==> config.mk <==
export PLATFORM = sky130hd
export DESIGN_NAME = mem_burst_ctrl
export DESIGN_NICKNAME = d
export VERILOG_FILES = /design/src/rtl/mem_pkg.sv /design/src/rtl/mem_rsp_fifo.sv /design/src/rtl/mem_burst_ctrl.sv
export SDC_FILE = /design/constraint.sdc
export NUM_CORES = 1
export LEC_CHECK = 0
export CAP_MARGIN = 20
export CORE_MARGIN = 3
export CORE_UTILIZATION = 48
export CTS_CLUSTER_DIAMETER = 60
export DETAILED_ROUTE_END_ITERATION = 12
export GPL_TIMING_DRIVEN = 0
export PLACE_DENSITY_LB_ADDON = 0.08
export SLEW_MARGIN = 20
export SYNTH_ARGS = -nofsm -noshare
export SYNTH_HDL_FRONTEND = slang
export SYNTH_SLANG_ARGS = --single-unit
==> constraint.sdc <==
create_clock -name clk -period 9.8 [get_ports clk]
set_clock_uncertainty 0.05 [all_clocks]
set_input_delay 1.47 -clock clk [delete_from_list [all_inputs] [get_ports clk]]
set_output_delay 1.47 -clock clk [all_outputs]
set_load 0.05 [all_outputs]
==> src/rtl/mem_pkg.sv <==
// mem_pkg: shared types and constants for the memory burst controller.
//   state_e        - controller FSM states
//   RSP_FIFO_DEPTH - read response buffer depth (also the read credit pool)
//   RSP_CNT_W      - width of the response buffer occupancy/free count
//   DEF_*          - default widths for the memory interface
package mem_pkg;

    localparam int unsigned DEF_DATA_WIDTH = 32;
    localparam int unsigned DEF_ADDR_WIDTH = 8;
    localparam int unsigned DEF_LEN_WIDTH  = 4;

    localparam int unsigned RSP_FIFO_DEPTH = 2;
    localparam int unsigned RSP_CNT_W      = $clog2(RSP_FIFO_DEPTH + 1);

    typedef enum logic [1:0] {
        StIdle  = 2'd0,
        StWrite = 2'd1,
        StRead  = 2'd2,
        StDrain = 2'd3
    } state_e;

endpackage

==> src/rtl/mem_rsp_fifo.sv <==
// mem_rsp_fifo: small synchronous FIFO buffering memory read responses.
// Ports:
//   clk       - clock
//   clr       - synchronous clear (empties the FIFO, zeroes storage)
//   in_valid  - push request (caller guarantees space via free)
//   in_data   - push data
//   out_valid - head entry valid
//   out_ready - consumer ready; pop on out_valid & out_ready
//   out_data  - head entry, stable until popped
//   free      - number of empty slots
module mem_rsp_fifo
    import mem_pkg::*;
#(
    parameter int unsigned WIDTH = DEF_DATA_WIDTH
) (
    input  logic                 clk,
    input  logic                 clr,
    input  logic                 in_valid,
    input  logic [WIDTH-1:0]     in_data,
    output logic                 out_valid,
    input  logic                 out_ready,
    output logic [WIDTH-1:0]     out_data,
    output logic [RSP_CNT_W-1:0] free
);

    localparam int unsigned PtrW = $clog2(RSP_FIFO_DEPTH);

    logic [WIDTH-1:0]     mem_q [RSP_FIFO_DEPTH];
    logic [PtrW-1:0]      wptr_q;
    logic [PtrW-1:0]      rptr_q;
    logic [RSP_CNT_W-1:0] cnt_q;
    logic                 push;
    logic                 pop;

    assign out_valid = (cnt_q != '0);
    assign pop       = out_valid && out_ready;
    // A full FIFO can still take a push in the cycle its head is popped.
    assign push      = in_valid && ((cnt_q != RSP_CNT_W'(RSP_FIFO_DEPTH)) || pop);
    assign out_data  = mem_q[rptr_q];
    assign free      = RSP_CNT_W'(RSP_FIFO_DEPTH) - cnt_q;

    always_ff @(posedge clk) begin
        if (clr) begin
            for (int i = 0; i < int'(RSP_FIFO_DEPTH); i++) begin
                mem_q[i] <= '0;
            end
            wptr_q <= '0;
            rptr_q <= '0;
            cnt_q  <= '0;
        end else begin
            if (push) begin
                mem_q[wptr_q] <= in_data;
                wptr_q        <= wptr_q + PtrW'(1);
            end
            if (pop) begin
                rptr_q <= rptr_q + PtrW'(1);
            end
            if (push && !pop) begin
                cnt_q <= cnt_q + RSP_CNT_W'(1);
            end else if (pop && !push) begin
                cnt_q <= cnt_q - RSP_CNT_W'(1);
            end
        end
    end

endmodule

==> src/rtl/mem_burst_ctrl.sv <==
// mem_burst_ctrl: burst sequencer in front of a single-port synchronous memory.
// Accepts a burst command, streams write beats straight to the memory or issues
// reads and returns the data through a 2-entry response FIFO with backpressure.
// Ports:
//   clk, rst                     - clock, synchronous active-high reset
//   cmd_valid/ready/wr/addr/len  - burst command (len = beats - 1)
//   wr_valid/ready/data          - write beat stream
//   rd_valid/ready/data          - read beat stream
//   busy                         - burst active or read data still buffered
//   err                          - one-cycle pulse on a rejected command
//   mem_rd/wr/addr/wdata/rdata   - memory pins (rdata valid the cycle after rd)
// Build option: define MEM_BOUNDARY_CHK_EN to reject bursts that would run past
// the top of the address space; otherwise err is tied low and bursts wrap.
module mem_burst_ctrl
    import mem_pkg::*;
#(
    parameter int unsigned DATA_WIDTH = DEF_DATA_WIDTH,
    parameter int unsigned ADDR_WIDTH = DEF_ADDR_WIDTH,
    parameter int unsigned LEN_WIDTH  = DEF_LEN_WIDTH
) (
    input  logic                  clk,
    input  logic                  rst,
    input  logic                  cmd_valid,
    output logic                  cmd_ready,
    input  logic                  cmd_wr,
    input  logic [ADDR_WIDTH-1:0] cmd_addr,
    input  logic [LEN_WIDTH-1:0]  cmd_len,
    input  logic                  wr_valid,
    output logic                  wr_ready,
    input  logic [DATA_WIDTH-1:0] wr_data,
    output logic                  rd_valid,
    input  logic                  rd_ready,
    output logic [DATA_WIDTH-1:0] rd_data,
    output logic                  busy,
    output logic                  err,
    output logic                  mem_rd,
    output logic                  mem_wr,
    output logic [ADDR_WIDTH-1:0] mem_addr,
    output logic [DATA_WIDTH-1:0] mem_wdata,
    input  logic [DATA_WIDTH-1:0] mem_rdata
);

    localparam int unsigned CW = RSP_CNT_W + 1;

    state_e                state_q;
    state_e                state_d;
    logic [ADDR_WIDTH-1:0] addr_q;
    logic [LEN_WIDTH-1:0]  cnt_q;
    logic                  inflight_q;
    logic                  cmd_ready_q;

    logic                  cmd_fire;
    logic                  wr_fire;
    logic                  rd_issue;
    logic                  bound_err;
    logic                  drain_done;
    logic                  pop;
    logic                  fifo_valid;
    logic [DATA_WIDTH-1:0] fifo_data;
    logic [RSP_CNT_W-1:0]  fifo_free;
    logic [CW-1:0]         avail;

`ifdef MEM_BOUNDARY_CHK_EN
    localparam int unsigned AW1 = ADDR_WIDTH + 1;
    logic [ADDR_WIDTH:0] end_addr;
    logic                err_q;

    // Carry out of the last beat address means the burst would wrap.
    assign end_addr  = {1'b0, cmd_addr} + AW1'(cmd_len);
    assign bound_err = end_addr[ADDR_WIDTH];

    always_ff @(posedge clk) begin
        if (rst) begin
            err_q <= 1'b0;
        end else begin
            err_q <= cmd_fire && bound_err;
        end
    end
    assign err = err_q;
`else
    assign bound_err = 1'b0;
    assign err       = 1'b0;
`endif

    assign cmd_ready = cmd_ready_q;
    assign cmd_fire  = cmd_valid && cmd_ready_q;
    assign wr_ready  = (state_q == StWrite);
    assign wr_fire   = wr_valid && wr_ready;
    assign pop       = fifo_valid && rd_ready;

    // Read credit: free slots (counting the slot freed by this cycle's pop)
    // must exceed the reads already in flight.
    assign avail    = CW'(fifo_free) + CW'(pop);
    assign rd_issue = (state_q == StRead) && (avail > CW'(inflight_q));

    // Drain completes when the last buffered beat leaves this cycle.
    assign drain_done = !inflight_q &&
                        (!fifo_valid ||
                         (pop && (fifo_free == RSP_CNT_W'(RSP_FIFO_DEPTH - 1))));

    assign mem_wr    = wr_fire;
    assign mem_wdata = wr_fire ? wr_data : '0;
    assign mem_rd    = rd_issue;
    assign mem_addr  = addr_q;
    assign rd_valid  = fifo_valid;
    assign rd_data   = fifo_data;
    assign busy      = (state_q != StIdle) || fifo_valid;

    always_comb begin
        state_d = state_q;
        unique case (state_q)
            StIdle: begin
                if (cmd_fire && !bound_err) begin
                    state_d = cmd_wr ? StWrite : StRead;
                end
            end
            StWrite: begin
                if (wr_fire && (cnt_q == '0)) begin
                    state_d = StIdle;
                end
            end
            StRead: begin
                if (rd_issue && (cnt_q == '0)) begin
                    state_d = StDrain;
                end
            end
            StDrain: begin
                if (drain_done) begin
                    state_d = StIdle;
                end
            end
            default: state_d = StIdle;
        endcase
    end

    always_ff @(posedge clk) begin
        if (rst) begin
            state_q     <= StIdle;
            addr_q      <= '0;
            cnt_q       <= '0;
            inflight_q  <= 1'b0;
            cmd_ready_q <= 1'b0;
        end else begin
            state_q     <= state_d;
            // Ready only once the controller is back in idle, so a command is
            // never taken while the previous burst is still finishing.
            cmd_ready_q <= (state_d == StIdle);
            inflight_q  <= rd_issue;
            if (cmd_fire) begin
                addr_q <= cmd_addr;
                cnt_q  <= cmd_len;
            end else if (wr_fire || rd_issue) begin
                addr_q <= addr_q + ADDR_WIDTH'(1);
                cnt_q  <= cnt_q - LEN_WIDTH'(1);
            end
        end
    end

    mem_rsp_fifo #(
        .WIDTH(DATA_WIDTH)
    ) u_rsp_fifo (
        .clk      (clk),
        .clr      (rst),
        .in_valid (inflight_q),
        .in_data  (mem_rdata),
        .out_valid(fifo_valid),
        .out_ready(rd_ready),
        .out_data (fifo_data),
        .free     (fifo_free)
    );

endmodule
[After elaboration in Yosys (flattened, before gate mapping)]
Memories as Yosys holds them, arrays and structs flattened. A register that Yosys moved wholly into a read port is not among the register bits.
Index checks and enable logic that the tools add are counted.
Storage, ports and cells
  flip-flop bits (word level): 20
  latch bits: 0
  memory bits (writable): 64
  memory bits (read-only): 0
  input bits: 82
  logic and storage cells: 73
  memories: 1
Operators by class
  add/subtract/negate cells: 8
  multipliers: 0
  div/mod/pow operators: 0
  order comparisons: 1
  eq/ne operators: 5
  shifts and indexed selects: 0
  mux-type cells: 23
  bitwise operators: 0
  reduce and logical (&&, ||, !) cells: 27
Memories
  u_rsp_fifo.mem_q: depth 2, bits a word 32, read ports 1, clocked after memory_dff 1, wr ports 2, RTL line mem_rsp_fifo.sv:28  | logic [WIDTH-1:0] mem_q [RSP_FIFO_DEPTH];
Operators with widths (number)
  $mux 32: 2
  $reduce_or 32->1: 1
  $mux 8: 2
  $mux 2: 7
  $logic_and 1x1->1: 11
  $mux 1: 9
  $add 8x1->8 const B: 1
  $mux 4: 2
  $pmux 2 s4: 1
  $reduce_bool 2->1: 4
  $eq 2x1->1 const B: 2
  $eq 2x2->1 const B: 2
  $logic_not 1->1: 4
  $logic_not 2->1: 2
  $logic_not 4->1: 1
  $logic_or 1x1->1: 4
  $sub 4x1->4 const B: 1
  $add 2x1->3: 1
  $gt 3x1->1: 1
  $add 1x1->1 const B: 2
  $add 2x1->2 const B: 1
  $ne 2x2->1 const B: 1
  $sub 2x1->2 const B: 1
  $sub 2x2->2 const A: 1

[Logic depth before layout (Yosys ltp)]
  depth after elaboration: 9
  depth in mapped cells: 13
  depth with buffers taken out: 10

[Cells and area by module]
A second synthesis with hierarchy kept.
Unflattened totals
  cells, all modules: 359
  area total of the unflattened synthesis: 4280.4 um2
By module, submodules not included
  mem_rsp_fifo: times used 1, cells each 208, area each 3076.7 um2, seq. area each 2021.9 um2
  mem_burst_ctrl: times used 1, cells each 151, area each 1203.7 um2, seq. area each 320.3 um2

[Worst setup path before layout]
Ideal clock, no wire load.
  kind: input-to-output
  start: in rd_ready
  end: out mem_rd
  arrival: 2936 ps
  setup slack: 5344 ps
  stages: 6
  path buffers: 0
  cells stage by stage: nor2b_1 > nand2_1 > inv_1 > ha_1 > or3b_1 > and3_1
Between the ends
  longest elaborated chain between the ends: 4
RTL lines
  from (decl): RTL line mem_burst_ctrl.sv:32  | input logic rd_ready,
  $logic_and 1x1->1: RTL line mem_burst_ctrl.sv:89  | assign pop = fifo_valid && rd_ready;
  $add 2x1->3: RTL line mem_burst_ctrl.sv:93  | assign avail = CW'(fifo_free) + CW'(pop);
  $gt 3x1->1: RTL line mem_burst_ctrl.sv:94  | assign rd_issue = (state_q == StRead) && (avail > CW'(inflight_q));
  $logic_and 1x1->1: RTL line mem_burst_ctrl.sv:94
  to (decl): RTL line mem_burst_ctrl.sv:36  | output logic mem_rd,
Every way passes these cells.

[Worst setup path in the final report]
Same ends and word-level chain as after synthesis.

==> results by group <==
Placement
  – Post-DP HPWL: approximately 7500 µm
  – Place WS: 4177 ps
  – PortBufs: between 150 and 200
  – Final GP Congestion: 0.8034
  – Placed cell area: 5949 µm²

Power
  – Worst VDD drop: between 0.0001 and 0.00015 V
  – P per Cell Area: 199.2 nW/µm²
  – Psw: 458.6 µW
  – Internal: 769.3 µW
  – Sw Ratio: 0.3735
  – Pwr Total: 1228 µW
  – Clock share of power: 0.216
  – Flop pwr share: 0.359
  – Combinational share of power: 0.425
  – Static leakage: between 0.002 and 0.0025 µW

Logic synthesis
  – Fraction of registers with async set/reset: 0
  – Yosys warning count: 0
  – Synth top area share: 0.4578
  – Syn Std Cell Area: approximately 4200 µm²
  – #FFs+latches synth: 85
  – Ranking of synthesized cells by area: edfxtp_1 (46%), and2_1 (14%), dfxtp_1 (10%)
  – Post-synthesis cell count: 356
  – Synth unique cells: 42
  – Mapped Avg Cell Area: 11.79 µm²
  – Number of synthesized flops with an enable pin: 64
  – Syn nets: 447
  – Main synth FF type: edfxtp_1
  – Leading area contributor after synthesis: edfxtp_1
  – Post-synthesis sequential area ratio: 0.5580

Finish
  – Most common cell after layout, fill and taps aside: clkdlybuf4s50_1
  – Final instance area: 6163 µm²
  – Layout cells sized above 1: 0.1055
  – Most frequent cells in the layout: clkdlybuf4s50_1 (158), and2_1 (97), edfxtp_1 (64)
  – # diodes: 0
  – Area growth, synth to finish: 46.83%
  – Final net count: about 600

STA
  – Tightest Pin Transition: 788.9 ps
  – PnR worst setup slack: 4164 ps
  – Final worst path period need: between 5000 and 6000 ps
  – Worst hold slack: 472.1 ps
  – Slew headroom: 0.4730
  – Slew Limit Fails: 0
  – Final setup vio count: 0
  – Hold Fails Final Rpt: 0
  – RSZ-0062 raised after global routing: no
  – Setup tns final: 0 ps
  – Fin crit share: 0.5751
  – Fmax: 0.1774 GHz

CTS
  – Worst-Skew Late Latency: 340 ps
  – Clk sinks: 85
  – CTS tree: built
  – Root buffer cell: clkbuf_8
  – CTS Hold Bufs: 0
  – Clock tree buffer depth: 2
  – Post-cts resize count: 0
  – H-tree Lvls: 3
  – Worst-path clk slew: 80 ps
  – TritonCTS buffer count: 9
  – Post-CTS Setup Repair Bufs: 0

Global routing
  – Gr ovfl total: 0
  – Largest net degree at the start of global routing: 33
  – GR peak layer: met2
  – Tot GR Track Use: 0.2051
  – Initial antenna violation count: 0
  – Vias in the first global route: 3,390
  – Met2 global-route usage: 0.3833
  – Met3 usage: 0.05540
  – First-pass GRT wire length: 16,040 µm
  – Met1 Track Usage GR: 0.2356

Setup path
  – Crit. End Element: primary output
  – Worst path slowest cell: clkdlybuf4s50_1
  – Critical Path AT: 4120 ps
  – Max stage delay on crit path: 710 ps
  – Type of origin of the critical path: input port
  – Worst Path Required: 8280 ps
  – Crit-path cells: clkdlybuf4s50_1, nor2b_1, nand2_1, inv_1, ha_1, or3b_1, and3_1, clkdlybuf4s50_1
  – Critical setup path kind: in -> out
  – Most frequent CP cell: clkdlybuf4s50_1
  – Crit path max fanout: 5

Route
  – DRC violations left: 0
  – Drt via density: 5.025
  – Antenna Nets Post-Route: 0
  – TritonRoute pass-1 iters: 4
  – Drt total wl: 9924 µm
  – Routed via count: 3,196
  – Detailed Route Iter0 Violations: 129
  – WL/cell: 15.60 µm

Floorplanning
  – Row count: 33
  – # IOs: 161
  – Die Wd: 99.52 µm
  – Die area: 9903 µm²
  – Die height: 99.52 µm
  – Initial core utilization: 0.5033
  – Core ar.: around 8300 µm²

Flow run
  – Max-cap violations: 0

Hold path
  – Hold Path Class: reg -> reg

Run status
  – Status: finished, final reports clean
[cell usage after synthesis (3+ instances only)]
cell type / n
xnor2_1: 3
or3_1: 8
ha_1: 9
mux2_2: 33
dfxtp_1: 21
nand3_1: 4
nor3b_1: 4
clkbuf_1: 16
nor2_1: 16
and2_1: 97
o21ai_0: 10
nand3b_1: 3
inv_1: 12
xor2_1: 4
nand2_1: 7
a311oi_1: 8
edfxtp_1: 64
buf_1: 3
nor2b_1: 4
[metal layers]
metal,wire (µm),share of wire
met1,3887,0.39
met3,560,0.056
met4,61,0.0061
met5,0,0
met2,5414,0.55
[worst max-delay path: cells and delay by family]
family | cells | cell delay (ps)
buffers and inverters | 3 | 1260
adders and majority gates | 1 | 220
and+or+nand+nor | 4 | 1160
[sequential cells by signal, summed over array words and instances (netlist names), named ones only]
name and count:
cmd_ready 1, cnt_q 4, inflight_q 1, mem_addr 8
state_q 2, u_rsp_fifo.cnt_q 2, u_rsp_fifo.mem_q 64, u_rsp_fifo.rptr_q 1
u_rsp_fifo.wptr_q 1
[metrics by stage]
| step | utilization | cells |
|---|---|---|
| detailed placement | 0.7133 | 620 |
| global placement | 0.7087 | 619 |
| global route | 0.7390 | 636 |
| floorplan | - | 356 |
| CTS | 0.7390 | 636 |
| finish | 0.7390 | 636 |
[path summary, 6_finish.rpt]
path / from / end / slack (ps) / depth (start not counted)
max: rd_ready / mem_rd / 4160 / 8
min: u_rsp_fifo.rptr_q / u_rsp_fifo.rptr_q / 470 / 2
max reg2reg: u_rsp_fifo.cnt_q[0] / u_rsp_fifo.mem_q[1][14] / 6330 / 7
min reg2reg: u_rsp_fifo.rptr_q / u_rsp_fifo.rptr_q / 470 / 2
[cell type report]
| cell class | count | area [µm²] |
|---|---|---|
| Clock buffer | 10 | 127.6 |
| Fill cell | 610 | 2177 |
| Inverter | 12 | 45.04 |
| Clock inverter | 6 | 86.33 |
| Sequential cell | 85 | 2342 |
| Tap cell | 105 | 131.4 |
| Timing Repair Buffer | 159 | 1609 |
| Multi-Input combinational cell | 236 | 1713 |
| Buffer | 23 | 108.9 |
[power groups by stage]
stage / combinational, µW / clock (µW) / sequential, µW
2_1_floorplan: 331 / 0 / 466
3_3_place_gp: 514 / 0 / 447
3_5_place_dp: 523 / 0 / 448
4_1_cts: 528 / 270 / 441
5_1_grt: 556 / 286 / 446
6_report: 522 / 265 / 441
[cell families (layout without fill, tap and decap cells)]
kind of cell,count (synthesis),count (layout),synth area share
other cells,1,1,0.0008933
compound gates,29,29,0.05037
xor+xnor,7,7,0.01461
flops,85,85,0.5580
buf+inv,35,210,0.03666
simple gates,156,156,0.2218
fa+ha+maj,9,9,0.02683
mux,34,34,0.09091
(Power assumes the default switching activity.)
